$ cat src/rtl/out_port_uart_tx.sv
// out_port_uart_tx: CPU output-port UART transmitter with a small byte FIFO and a pollable status byte.
// Frames are start bit, WIDTH data bits LSB first, one stop bit; back-to-back frames have no idle gap.
module out_port_uart_tx #(
    parameter int WIDTH        = 8,
    parameter int CLKS_PER_BIT = 16,
    parameter int DEPTH        = 4
) (
    input  logic             clk,
    input  logic             reset,
    input  logic             we,
    input  logic [WIDTH-1:0] d,
    input  logic             clr_ovf,
    output logic             tx,
    output logic [WIDTH-1:0] status
);
    localparam int AW = $clog2(DEPTH);
    localparam int NW = $clog2(DEPTH + 1);
    localparam int CW = $clog2(CLKS_PER_BIT);
    localparam int IW = (WIDTH > 1) ? $clog2(WIDTH) : 1;

    typedef enum logic [1:0] {IDLE, START, DATA, STOP} state_t;

    state_t           state_q, state_d;
    logic [CW-1:0]    baud_q, baud_d;
    logic [IW-1:0]    idx_q, idx_d;
    logic [WIDTH-1:0] shift_q, shift_d;
    logic [AW-1:0]    wr_q, rd_q;
    logic [NW-1:0]    cnt_q;
    logic             ovf_q, ovf_d, tx_q, tx_d;
    logic [WIDTH-1:0] mem [DEPTH];
    logic             full, empty, busy, baud_done, last_bit, pop, push, drop;

    assign full      = cnt_q == NW'(DEPTH);
    assign empty     = cnt_q == '0;
    assign busy      = (state_q != IDLE) || !empty;
    assign baud_done = baud_q == CW'(CLKS_PER_BIT - 1);
    assign last_bit  = idx_q == IW'(WIDTH - 1);
    // A frame is loaded from idle, or straight out of a finishing stop bit
    assign pop       = !empty && (state_q == IDLE || (state_q == STOP && baud_done));
    assign push      = we && (!full || pop);
    assign drop      = we && full && !pop;

    always_ff @(posedge clk or posedge reset) begin
        if (reset) state_q <= IDLE;
        else       state_q <= state_d;
    end

    always_comb begin
        state_d = state_q;
        case (state_q)
            IDLE:    state_d = empty ? IDLE : START;
            START:   state_d = baud_done ? DATA : START;
            DATA:    state_d = (baud_done && last_bit) ? STOP : DATA;
            STOP:    state_d = baud_done ? (empty ? IDLE : START) : STOP;
            default: state_d = IDLE;
        endcase
    end

    // tx is registered from the next state so the line changes on the same edge as the FSM
    always_comb begin
        tx_d = (state_d == START) ? 1'b0 : (state_d == DATA) ? shift_d[0] : 1'b1;
    end

    always_comb begin
        baud_d  = (state_q == IDLE || baud_done) ? '0 : baud_q + 1'b1;
        idx_d   = (state_q != DATA) ? '0 : !baud_done ? idx_q : last_bit ? '0 : idx_q + 1'b1;
        shift_d = pop ? mem[rd_q] : (state_q == DATA && baud_done) ? shift_q >> 1 : shift_q;
        ovf_d   = drop ? 1'b1 : clr_ovf ? 1'b0 : ovf_q;
    end

    always_ff @(posedge clk or posedge reset) begin
        if (reset) begin
            baud_q  <= '0;
            idx_q   <= '0;
            shift_q <= '0;
            wr_q    <= '0;
            rd_q    <= '0;
            cnt_q   <= '0;
            ovf_q   <= 1'b0;
            tx_q    <= 1'b1;
        end else begin
            baud_q  <= baud_d;
            idx_q   <= idx_d;
            shift_q <= shift_d;
            ovf_q   <= ovf_d;
            tx_q    <= tx_d;
            if (push) wr_q <= wr_q + 1'b1;
            if (pop) rd_q <= rd_q + 1'b1;
            if (push && !pop) cnt_q <= cnt_q + 1'b1;
            else if (pop && !push) cnt_q <= cnt_q - 1'b1;
        end
    end

    always_ff @(posedge clk) begin
        if (push) mem[wr_q] <= d;
    end

    assign tx     = tx_q;
    assign status = {{(WIDTH - 4){1'b0}}, ovf_q, empty, full, busy};
endmodule

$ cat config.mk
export PLATFORM = sky130hd
export DESIGN_NAME = out_port_uart_tx
export DESIGN_NICKNAME = d
export VERILOG_FILES = /design/src/rtl/out_port_uart_tx.sv
export SDC_FILE = /design/constraint.sdc
export NUM_CORES = 1
export LEC_CHECK = 0
export ABC_AREA = 1
export CAP_MARGIN = 20
export CORE_MARGIN = 5
export CORE_UTILIZATION = 60
export CTS_CLUSTER_SIZE = 25
export DETAILED_ROUTE_END_ITERATION = 10
export PLACE_DENSITY = 0.86
export SETUP_SLACK_MARGIN = 0.2
export SKIP_CTS_REPAIR_TIMING = 1
export SYNTH_ARGS = -nofsm -noshare
export SYNTH_HDL_FRONTEND = slang
export SYNTH_SLANG_ARGS = --single-unit
export TNS_END_PERCENT = 100
$ cat constraint.sdc
create_clock -name clk -period 4.2 [get_ports clk]
set_clock_uncertainty 0.05 [all_clocks]
set_input_delay 0.63 -clock clk [delete_from_list [all_inputs] [get_ports clk]]
set_output_delay 0.63 -clock clk [all_outputs]
set_load 0.005 [all_outputs]
==> flow_summary.toml <==
[detailed_routing]
wl_per_cell_um = 15.0
drc = 0
num_vias = 1653
ant_nets = 0
wl_met2_um = 2420
dr_wl_met3_um = 226
top_layer = "met4"
routed_wl_um = 4770
first_pass_iters = 4
drt-met1-wl_um = 2040
via_per_inst = 5.21
drt_iter0_markers = 90

[floorplanning]
ioPinCount = 21
initial_core_util = 0.615
dieHeight_um = 76.8
std_cell_rows = 24
core_um2 = 4350
die_w_um = 76.8
fp.dieArea_um2 = 5900

[sta]
maxSlewViolCount = 0
final_hold_viol_count = 0
relSlewSlack = 0.433
setup_violations = 0
fin_crit_ps = 2460
fin_tns_setup_ps = 0
tightest_slew_ps = 847
fin_crit_sh = 0.587
rsz0062_at_grt = "no"
fmax_mhz = 406

[layout]
drive_gt1_frac = 0.162
n_antenna_cell = 0
synthToLayoutAreaGrowth_pct = 14.7
fillCellCount = 282
fin_nets = 281

[setup_path]
worstPathCellList = "nor2_1 -> nand2_2 -> inv_1 -> clkdlybuf4s50_1"
end_kind = "output pin"
rrSetupSlack_ps = 1770
cp-start-kind = "register"
arrival_ps = 1780
slowest_delay_ps = 550
crit_type = "reg -> out"
crit_slowest_cell = "clkdlybuf4s50_1"
worstPathRequired_ps = 3520
path_max_fanout = 4

[clock_tree]
cts_buffers = 9
cts_sinks = 58
cts_tree = "yes"
cts_buffer_depth = 2
cts-root-buf = "clkbuf_8"
clkTransAtPathRegs_ps = 70
h-tree-depth = 3
clock_latency_ps = 320

[synthesis]
seq_area_frac_synth = 0.602
synthesis.area_um2 = 2680
yosys_warnings = 0
yosys-top-cells-area = "edfxtp_1 (36%), dfrtp_1 (23%), nand2_1 (4.9%)"
synth_cell_type_count = 34
post_synth.cell_area_avg_um2 = 11.1
postSynthCellCount = 241
ys_ff_latch = 58
yosysTopAreaCell = "edfxtp_1"
synth_top_cell_area_share = 0.359

[grt]
grt_pass1_vias = 1643
grt-ovfl-total = 0
grt_first_pass_wirelength_um = 7880
track_usage = 0.173
antenna_found_initial = 0
grt_max_degree = 27

[pwr]
max-vdd-ir-drop_v = 0.000459
p_per_area_nw_per_um2 = 496
pwr-share-comb = 0.161
clockPowerShare = 0.355
sw_frac_of_total = 0.261
leakage_nw = 1.31
p_seq_frac = 0.484
power_mw = 1.52
p_switching_mw = 0.397
intPower_mw = 1.13

[min_path]
hold_class = "reg -> reg"

[flow_run]
cap_violations = 0

[placement]
place_congestion = 0.735
io_buffers = 16
hpwlAfterDp_um = 3110

[run_status]
status = "finished, final reports clean"
==> power groups by stage <==
stage | logic, mW | registers (mW) | clock network, mW
after floorplan | 0.179 | 0.738 | 0
after global placement | 0.230 | 0.745 | 0
after detailed placement | 0.241 | 0.746 | 0
after CTS | 0.247 | 0.736 | 0.551
after global routing | 0.276 | 0.744 | 0.581
final | 0.245 | 0.736 | 0.541
==> through the flow <==
step | worst slack, ps | utilization | area, µm² | hold WS (ps) | instances
after floorplan | 1950 | - | 2690 | 382 | 244
after global placement | 1750 | 0.651 | 2840 | 395 | 300
after detailed placement | 1720 | 0.651 | 2840 | 406 | 300
after CTS | 1700 | 0.699 | 3040 | 415 | 316
after global routing | 1610 | 0.705 | 3070 | 424 | 317
final | 1740 | 0.705 | 3070 | 412 | 317
==> Yosys cell counts <==
library cell   n
nand4_2        1
o221ai_1       6
nor2_1        26
o21ai_2        1
buf_2          4
a21oi_1        7
o21ai_0       15
o22ai_1        1
o31ai_1        1
inv_1         25
xor2_1         5
nand2_1       35
fa_1           1
nand2_2        5
nand3_4        2
buf_4          8
conb_1         1
nor3_1         1
or2_2          1
nor2b_4        1
ha_1           8
dfrtp_1       25
edfxtp_1      32
dfstp_2        1
mux2_2         1
nor2_8         1
nand2_4        5
o21ai_1        3
nand3_1        8
xnor2_1        1
nand3_2        1
o21bai_2       1
nor2_2         3
inv_2          4
==> cells by family after synthesis <==
family	count (synthesis)	share of synthesized area
simple gates	90	0.178
flops	58	0.602
buf+inv	41	0.0705
compound gates	35	0.0789
fa+ha+maj	9	0.0448
xor+xnor	6	0.0196
other cells	1	0.00140
mux	1	0.00420
==> layout make-up <==
cell class,instances,area (µm²),area share
multi-input cells,145,888,0.289
inverters,29,109,0.0354
clock buffers,10,128,0.0415
clock inverters,6,81.3,0.0265
repair buffers,17,188,0.0611
well taps,52,65.1,0.0212
flip-flops and latches,58,1610,0.525
==> worst paths after layout <==
kind / cells after the start / to / from
max in group asynchronous: 3 / tx / reset
worst min-delay path: 1 / baud_q[0] / baud_q[0]
worst max register to register: 11 / cnt_q[1] / baud_q[0]
worst max-delay path: 4 / status[2] / cnt_q[0]
min in group asynchronous: 2 / ovf_q / reset
worst min register to register: 1 / baud_q[0] / baud_q[0]
==> layer usage <==
| metal | track usage | vias up |
|---|---|---|
| met5 | 0 | - |
| met4 | 0.0839 | 0 |
| met3 | 0.0398 | 8 |
| met2 | 0.286 | 36 |
| met1 | 0.214 | 783 |
| li1 | - | 826 |
==> state kept, by name, summed over array words and instances, names as in the netlist <==
name     cells
state_q      2
mem         32
cnt_q        3
wr_q         2
idx_q        3
ovf_q        1
rd_q         2
baud_q       4
shift_q      8
tx           1
==> layout by cell type (no fill, tap or decap), drive strengths merged <==
cell type      Yosys  layout
ha                 8       8
clkdlybuf4s50      0      16
o22ai              1       1
o31ai              1       1
clkinv             0       3
nand3             11      11
nor3               1       1
xnor2              1       1
nand4              1       1
dfstp              1       1
or2                1       1
inv               29      29
conb               1       4
dfrtp             25      25
o21bai             1       1
o221ai             6       6
bufinv             0       2
nor2              30      30
clkbuf             0      10
fa                 1       1
nand2             45      45
a21oi              7       7
buf               12       1
xor2               5       5
mux2               1       1
edfxtp            32      32
o21ai             19      19
nor2b              1       1
clkinvlp           0       1
==> critical path, delay by kind of cell, from the launching register on <==
kind                   cells  cell delay, ps
buffers and inverters      2             770
and+or+nand+nor            2             260
DFF                        1             430
(Power assumes the default switching activity.)
